==> src/rtl/ex_muldiv_ctrl_pkg.sv <==
`timescale 1ns/1ps
`default_nettype none
// ============================================================================
//  Module   : ex_muldiv_ctrl_pkg
//  Purpose  : Shared types for the RV32M multiply/divide sequencer.
//             - mdop_t         : funct3 encodings of the M-extension ops
//             - muldiv_state_t : sequencer states
//             - helpers that classify an op (divide? operand signedness?)
//  Revision : 1.0  initial release
// ============================================================================
package ex_muldiv_ctrl_pkg;

    typedef enum logic [2:0] {
        MD_MUL    = 3'b000,
        MD_MULH   = 3'b001,
        MD_MULHSU = 3'b010,
        MD_MULHU  = 3'b011,
        MD_DIV    = 3'b100,
        MD_DIVU   = 3'b101,
        MD_REM    = 3'b110,
        MD_REMU   = 3'b111
    } mdop_t;

    typedef enum logic [1:0] {
        IDLE = 2'd0,
        CALC = 2'd1,
        DONE = 2'd2
    } muldiv_state_t;

    // funct3[2] separates the divide family from the multiply family.
    function automatic logic op_is_div(input mdop_t op);
        return op[2];
    endfunction

    // rs1 is treated as signed by MUL, MULH, MULHSU, DIV and REM.
    function automatic logic op_a_signed(input mdop_t op);
        logic r;
        case (op)
            MD_MUL, MD_MULH, MD_MULHSU, MD_DIV, MD_REM: r = 1'b1;
            default:                                    r = 1'b0;
        endcase
        return r;
    endfunction

    // rs2 is treated as signed by MUL, MULH, DIV and REM.
    function automatic logic op_b_signed(input mdop_t op);
        logic r;
        case (op)
            MD_MUL, MD_MULH, MD_DIV, MD_REM: r = 1'b1;
            default:                         r = 1'b0;
        endcase
        return r;
    endfunction

endpackage : ex_muldiv_ctrl_pkg
`default_nettype wire

==> src/rtl/ex_muldiv_ctrl.sv <==
`timescale 1ns/1ps
`default_nettype none
// ============================================================================
//  Module   : ex_muldiv_ctrl
//  Purpose  : Iterative RV32M multiply/divide sequencer beside the EX ALU.
//             Multiplies by shift-add and divides by restoring shift-subtract
//             on operand magnitudes, one bit per cycle over XLEN cycles, then
//             applies sign correction in the DONE cycle. Holds the pipeline
//             with a combinational stall while the op is in flight.
//  Ports    : clk     in   system clock
//             rst     in   asynchronous active-high reset
//             start   in   EX holds a valid M-op (level, stable while stalled)
//             mdop    in   funct3 of the M-op
//             a, b    in   rs1 / rs2 values
//             flush   in   kill the in-flight op (redirect)
//             stall   out  freeze IF/ID/EX (combinational)
//             done    out  one-cycle result-valid pulse
//             result  out  final result, meaningful only while done=1
//  Revision : 1.0  initial release
// ============================================================================
module ex_muldiv_ctrl
    import ex_muldiv_ctrl_pkg::*;
#(
    parameter int XLEN  = 32,
    parameter int CNT_W = $clog2(XLEN) + 1
) (
    input  logic            clk,
    input  logic            rst,
    input  logic            start,
    input  logic [2:0]      mdop,
    input  logic [XLEN-1:0] a,
    input  logic [XLEN-1:0] b,
    input  logic            flush,
    output logic            stall,
    output logic            done,
    output logic [XLEN-1:0] result
);

    localparam logic [XLEN-1:0] c_int_min = {1'b1, {(XLEN-1){1'b0}}};

    // ------------------------------------------------------------------
    // Registers. r_hi/r_lo form the 2*XLEN product for multiplies and
    // hold {remainder, quotient-shifting-in} for divides; r_opb holds the
    // multiplicand or divisor magnitude.
    // ------------------------------------------------------------------
    muldiv_state_t   r_state;
    muldiv_state_t   w_state_nxt;
    mdop_t           r_op;
    logic [XLEN-1:0] r_hi;
    logic [XLEN-1:0] r_lo;
    logic [XLEN-1:0] r_opb;
    logic [CNT_W-1:0] r_cnt;
    logic            r_neg;       // product / quotient must be negated
    logic            r_rem_neg;   // remainder must be negated (dividend sign)
    logic            r_spec;      // divide-by-zero or signed overflow
    logic [XLEN-1:0] r_spec_val;

    // ------------------------------------------------------------------
    // Operand decode in the accept cycle
    // ------------------------------------------------------------------
    mdop_t           w_op;
    logic            w_sa;
    logic            w_sb;
    logic [XLEN-1:0] w_abs_a;
    logic [XLEN-1:0] w_abs_b;
    logic            w_div0;
    logic            w_ovf;
    logic            w_special;
    logic [XLEN-1:0] w_special_val;
    logic            w_accept;

    always_comb begin
        w_op    = mdop_t'(mdop);
        w_sa    = op_a_signed(w_op) & a[XLEN-1];
        w_sb    = op_b_signed(w_op) & b[XLEN-1];
        w_abs_a = w_sa ? (~a + 1'b1) : a;
        w_abs_b = w_sb ? (~b + 1'b1) : b;
        w_div0  = op_is_div(w_op) && (b == '0);
        w_ovf   = ((w_op == MD_DIV) || (w_op == MD_REM)) &&
                  (a == c_int_min) && (b == {XLEN{1'b1}});
        w_special = w_div0 | w_ovf;
        // funct3[1] selects remainder ops within the divide family.
        if (w_op[1]) begin
            w_special_val = w_div0 ? a : '0;
        end else begin
            w_special_val = w_div0 ? {XLEN{1'b1}} : c_int_min;
        end
        w_accept = (r_state == IDLE) & start & ~flush;
    end

    // ------------------------------------------------------------------
    // One iteration of each algorithm
    // ------------------------------------------------------------------
    logic [XLEN:0]   w_mul_sum;
    logic [XLEN-1:0] w_mul_hi;
    logic [XLEN-1:0] w_mul_lo;
    logic [XLEN:0]   w_div_shift;
    logic [XLEN:0]   w_div_diff;
    logic            w_div_ok;
    logic [XLEN-1:0] w_div_hi;
    logic [XLEN-1:0] w_div_lo;

    always_comb begin
        // Shift-add: add the multiplicand when the current multiplier bit is
        // set, then shift the whole product right keeping the carry.
        w_mul_sum = {1'b0, r_hi} + (r_lo[0] ? {1'b0, r_opb} : {(XLEN+1){1'b0}});
        w_mul_hi  = w_mul_sum[XLEN:1];
        w_mul_lo  = {w_mul_sum[0], r_lo[XLEN-1:1]};

        // Restoring divide: bring in the next dividend bit, trial-subtract,
        // keep the difference only when it did not borrow.
        w_div_shift = {r_hi, r_lo[XLEN-1]};
        w_div_diff  = w_div_shift - {1'b0, r_opb};
        w_div_ok    = ~w_div_diff[XLEN];
        w_div_hi    = w_div_ok ? w_div_diff[XLEN-1:0] : w_div_shift[XLEN-1:0];
        w_div_lo    = {r_lo[XLEN-2:0], w_div_ok};
    end

    // ------------------------------------------------------------------
    // State, counter and datapath registers
    // ------------------------------------------------------------------
    always_ff @(posedge clk or posedge rst) begin
        if (rst) begin
            r_state    <= IDLE;
            r_op       <= MD_MUL;
            r_hi       <= '0;
            r_lo       <= '0;
            r_opb      <= '0;
            r_cnt      <= '0;
            r_neg      <= 1'b0;
            r_rem_neg  <= 1'b0;
            r_spec     <= 1'b0;
            r_spec_val <= '0;
        end else begin
            r_state <= w_state_nxt;
            if (w_accept) begin
                r_op       <= w_op;
                r_hi       <= '0;
                r_lo       <= w_abs_a;
                r_opb      <= w_abs_b;
                r_cnt      <= CNT_W'(XLEN);
                r_neg      <= w_sa ^ w_sb;
                r_rem_neg  <= w_sa;
                r_spec     <= w_special;
                r_spec_val <= w_special_val;
            end else if (r_state == CALC) begin
                if (op_is_div(r_op)) begin
                    r_hi <= w_div_hi;
                    r_lo <= w_div_lo;
                end else begin
                    r_hi <= w_mul_hi;
                    r_lo <= w_mul_lo;
                end
                if (r_cnt != '0) begin
                    r_cnt <= r_cnt - CNT_W'(1);
                end
            end
        end
    end

    // ------------------------------------------------------------------
    // Next state
    // ------------------------------------------------------------------
    always_comb begin
        w_state_nxt = r_state;
        case (r_state)
            IDLE: begin
                if (start && !flush) begin
                    w_state_nxt = w_special ? DONE : CALC;
                end
            end
            CALC: begin
                // A dropped start means the op was abandoned upstream.
                if (flush || !start) begin
                    w_state_nxt = IDLE;
                end else if (r_cnt <= CNT_W'(1)) begin
                    w_state_nxt = DONE;
                end
            end
            DONE:    w_state_nxt = IDLE;
            default: w_state_nxt = IDLE;
        endcase
    end

    // ------------------------------------------------------------------
    // Outputs
    // ------------------------------------------------------------------
    logic [2*XLEN-1:0] w_prod_fix;
    logic [XLEN-1:0]   w_quo_fix;
    logic [XLEN-1:0]   w_rem_fix;

    always_comb begin
        w_prod_fix = r_neg ? (~{r_hi, r_lo} + 1'b1) : {r_hi, r_lo};
        w_quo_fix  = r_neg ? (~r_lo + 1'b1) : r_lo;
        w_rem_fix  = r_rem_neg ? (~r_hi + 1'b1) : r_hi;

        // rst gating keeps stall at its reset value while reset is held.
        stall  = start & (r_state != DONE) & ~flush & ~rst;
        done   = (r_state == DONE);
        result = '0;
        if (r_state == DONE) begin
            if (r_spec) begin
                result = r_spec_val;
            end else begin
                case (r_op)
                    MD_MUL:                       result = w_prod_fix[XLEN-1:0];
                    MD_MULH, MD_MULHSU, MD_MULHU: result = w_prod_fix[2*XLEN-1:XLEN];
                    MD_DIV, MD_DIVU:              result = w_quo_fix;
                    default:                      result = w_rem_fix;
                endcase
            end
        end
    end

endmodule : ex_muldiv_ctrl
`default_nettype wire

==> config.mk <==
export PLATFORM = sky130hd
export DESIGN_NAME = ex_muldiv_ctrl
export DESIGN_NICKNAME = d
export VERILOG_FILES = /design/src/rtl/ex_muldiv_ctrl_pkg.sv /design/src/rtl/ex_muldiv_ctrl.sv
export SDC_FILE = /design/constraint.sdc
export NUM_CORES = 1
export LEC_CHECK = 0
export ABC_CLOCK_PERIOD_IN_PS = 7750
export CAP_MARGIN = 40
export CORE_ASPECT_RATIO = 1.25
export CORE_MARGIN = 8
export CORE_UTILIZATION = 55
export CTS_BUF_LIST = sky130_fd_sc_hd__clkbuf_2
export DETAILED_ROUTE_END_ITERATION = 12
export DONT_BUFFER_PORTS = 1
export PLACE_DENSITY = 0.7
export RECOVER_POWER = 25
export SKIP_LAST_GASP = 1
export SYNTH_ARGS = -nofsm -noshare
export SYNTH_HDL_FRONTEND = slang
export SYNTH_SLANG_ARGS = --single-unit
==> constraint.sdc <==
create_clock -name clk -period 7.75 [get_ports clk]
set_input_delay 1.9375 -clock clk [delete_from_list [all_inputs] [get_ports clk]]
set_output_delay 1.9375 -clock clk [all_outputs]
set_load 0.005 [all_outputs]
==> impl_metrics.csv <==
group,metric,value,unit
floorplanning,die_area,31550,µm²
power,p_leak,6.168,nW
clock_tree,h-tree-depth,4,
clock_tree,ctsResizeCount,0,
worst_setup_path,cp.depth,10,
worst_setup_path,rr_startpoint,"r_hi[0]",
clock_tree,numCtsBuffers,17,
worst_setup_path,crit_type,"reg2out",
placement,portBuffers,0,
outcome,violations,"max-capacitance violations, max-slew violations",
route,wl_per_cell,22.30,µm
sta,finalSetupViolCount,0,
worst_setup_path,crit_buf_inv,2,
floorplanning,io_pins,105,
worst_setup_path,reg2reg_slack,3.12,ns
job,drv_cap,1,
finish,final_nets,1938,
route,routed-via-count,13970,
clock_tree,clock_latency,0.87,ns
worst_setup_path,r2r_cells,12,
worst_setup_path,crit_path_start,"r_lo[0]",
grt,gr-total-overflow,0,
grt,antenna_found_initial,1,
worst_setup_path,worstReg2RegEnd,"r_hi[24]",
worst_setup_path,path_max_fanout,31,
yosys,synth-edff-count,0,
route,totalWireLength,47890,µm
yosys,seq_area_frac_synth,24.76,%
placement,gp_congestion,0.9542,
worst_setup_path,cpMaxStageDelayCell,"dfrtp_1",
sta,slew_headroom,-129.4,%
yosys,synth_ff_type,"dfrtp_1",
grt,grt_usage,29.87,%
yosys,async_reset_ff_share,100.0,%
yosys,synthTopCellsByCount,"nand2_1 (205), nor2_1 (152), o21ai_0 (152)",
outcome,status,"finished with violations",
clock_tree,clkSinkCount,142,
sta,fin_skew,0.04902,ns
sta,rsz0062_at_grt,"no",
finish,regArea,3556,µm²
power,peakVddDrop,0.1771,mV
clock_tree,clockRootBuffer,"clkbuf_2",
sta,hold_viol,0,
sta,period_minus_slack,6.229,ns
floorplanning,num_rows,66,
worst_setup_path,slowest_delay,0.58,ns
sta,fmax,160.5,MHz
sta,drv_slew,74,
power,power,5.210,mW
grt,grt_util_met2,49.24,%
worst_setup_path,critPathLaunchType,"register",
worst_setup_path,arrival,4.29,ns
worst_setup_path,path_delay_family,"compound AO/OA/AOI/OAI gates",
finish,n_fill_cell,2422,
clock_tree,path_clk_slew,0.29,ns
grt,grt_pass1_wl,75430,µm
worst_setup_path,cp-endpoint,"result[18]",
route,drt_first_pass_iters,8,
min_path,min_path_type,"reg2reg",
yosys,synth_most_common_cell,"nand2_1",
route,drt-initial-drc-count,1207,
route,drtAntennaViolNets,0,
worst_setup_path,path_cells,"inv_1, buf_4, ha_1, nand2b_1, nor2_1, nand4b_2, o41ai_2, xnor2_1, a222oi_1, a211oi_1",
yosys,ys_ff_latch,142,
yosys,ys_types,78,
yosys,netlist.area_leader.share,24.76,%
worst_setup_path,cp-end-kind,"primary output",
grt,grt_max_degree,82,
yosys,netlist_top_cells_area,"dfrtp_1 (25%), xnor2_1 (7.0%), ha_1 (6.2%)",
yosys,syn_nets,2022,
finish,multiInputGateArea,10000,µm²
floorplanning,core,25850,µm²
clock_tree,clockBufferDepth,2,
grt,grt_pass1_vias,13580,
clock_tree,cts_hold_buf,0,
yosys,synth.largest_area_cell,"dfrtp_1",
grt,grt_util_met1,35.57,%
floorplanning,die_y,196.6,µm
clock_tree,post-cts-setup-buffers,0,
worst_setup_path,worstPathRequired,5.81,ns
finish,drive_above_1_share,5.645,%
sta,setup_tns,0,ns
sta,tightest_slew,3.423,ns
floorplanning,initial_core_util,55.53,%
sta,post-route-period-util,80.37,%
grt,top_usage_layer,"met2",
floorplanning,die_x,160.5,µm
placement,hpwl,35750,µm
route,drc,0,
clock_tree,cts_tree,"done",
yosys,syn_avg_cell_area,7.642,µm²
finish,syn_to_final_growth,3.086,%
yosys,postSynthCellCount,1878,
grt,met3_usage,4.696,%
route,via_per_inst,6.502,
yosys,syn-cell-area,14350,µm²
yosys,yosysWarnings,0,
power,power_density,352.2,nW/µm²
tightest hold or removal path, cell delays in order, from the launching register on:
cell and delay, ns:
dfrtp_1 0.40, nand2_1 0.05, o31ai_1 0.05
how the worst min path moves through the flow:
stage | slack [ns] | end | start | cells past startpoint
finish | 0.51 | r_spec_val[12] | r_spec_val[12] | 2
global route | 0.54 | r_spec_val[0] | r_spec_val[0] | 2
floorplan | 0.44 | r_spec_val[0] | r_spec_val[0] | 2
detailed placement | 0.46 | r_spec_val[0] | r_spec_val[0] | 2
global placement | 0.45 | r_spec_val[15] | r_spec_val[15] | 2
CTS | 0.51 | r_spec_val[0] | r_spec_val[0] | 2
power breakdown:
part	total, mW	leakage, nW	switching, mW	internal (mW)
sequential	1.36	1.81	0.431	0.924
clock	0.521	0.151	0.359	0.162
combinational	3.33	4.21	1.97	1.37
total	5.21	6.17	2.76	2.45
metrics by stage:
step | hold WS, ns | cell area [µm²] | std cells | util, % | setup WS (ns)
after floorplan | 0.4390 | 14350 | 1878 | - | 2.003
after global placement | 0.4544 | 14420 | 2109 | 55.78 | 2.553
after detailed placement | 0.4606 | 14530 | 2115 | 56.22 | 2.497
after CTS | 0.5115 | 14800 | 2147 | 57.26 | 1.494
after global routing | 0.5355 | 14800 | 2148 | 57.24 | 1.281
final | 0.5107 | 14800 | 2148 | 57.24 | 1.521
cells in the final DEF, fill, tap and decap left out, types with 9 or more instances in the layout:
cell / netlist / layout
nor2_1: 152 / 151
nand4_1: 25 / 25
nor3_1: 34 / 33
o41ai_1: 13 / 13
clkbuf_2: 0 / 17
a211oi_1: 36 / 36
o31ai_1: 49 / 49
xor2_1: 82 / 82
o211ai_1: 10 / 10
or3_1: 24 / 23
mux2i_1: 54 / 54
buf_4: 0 / 19
nand2b_1: 22 / 21
inv_1: 73 / 72
ha_1: 71 / 71
nor2b_1: 40 / 40
o22ai_1: 16 / 16
a31oi_1: 18 / 18
and3_1: 11 / 11
a22oi_1: 21 / 21
nand2_1: 205 / 205
nand3_1: 33 / 33
nor4_1: 15 / 15
o21ai_1: 12 / 12
and2_1: 10 / 9
o221ai_1: 12 / 12
dfrtp_1: 142 / 140
or2_2: 9 / 9
xnor2_1: 114 / 114
o21ai_0: 152 / 152
a21oi_1: 149 / 149
a21o_1: 31 / 31
state kept, by name (all words and copies together), names as in the netlist:
signal	count
r_hi	32
r_lo	32
r_opb	32
r_spec_val	32
r_cnt	6
r_op	3
r_state	2
r_neg	1
r_rem_neg	1
r_spec	1
cells by family after synthesis:
family / count (synthesis) / synth area share [%]
AND/OR/NAND/NOR: 612 / 20.76
AO/OA/AOI/OAI: 593 / 26.33
buffers and inverters: 204 / 5.649
XOR/XNOR: 196 / 11.96
flip-flops: 142 / 24.76
adder cells (fa/ha/maj): 73 / 6.468
multiplexers: 58 / 4.080
layer usage:
metal,routed length [µm],vias up
met3,2957,151
met5,0,-
met4,3198,0
met1,19170,6673
met2,22570,553
li1,-,6589
final cells by class:
class,count,share of cell area [%]
clock inverter,15,1.243
sequential,142,24.03
antenna,1,0.01691
inverter,76,1.937
timing repair buffer,25,1.700
tap,340,2.875
clock buffer,17,0.5751
multi-input combinational,1532,67.62
No activity file was read; power rests on OpenSTA's default activity.
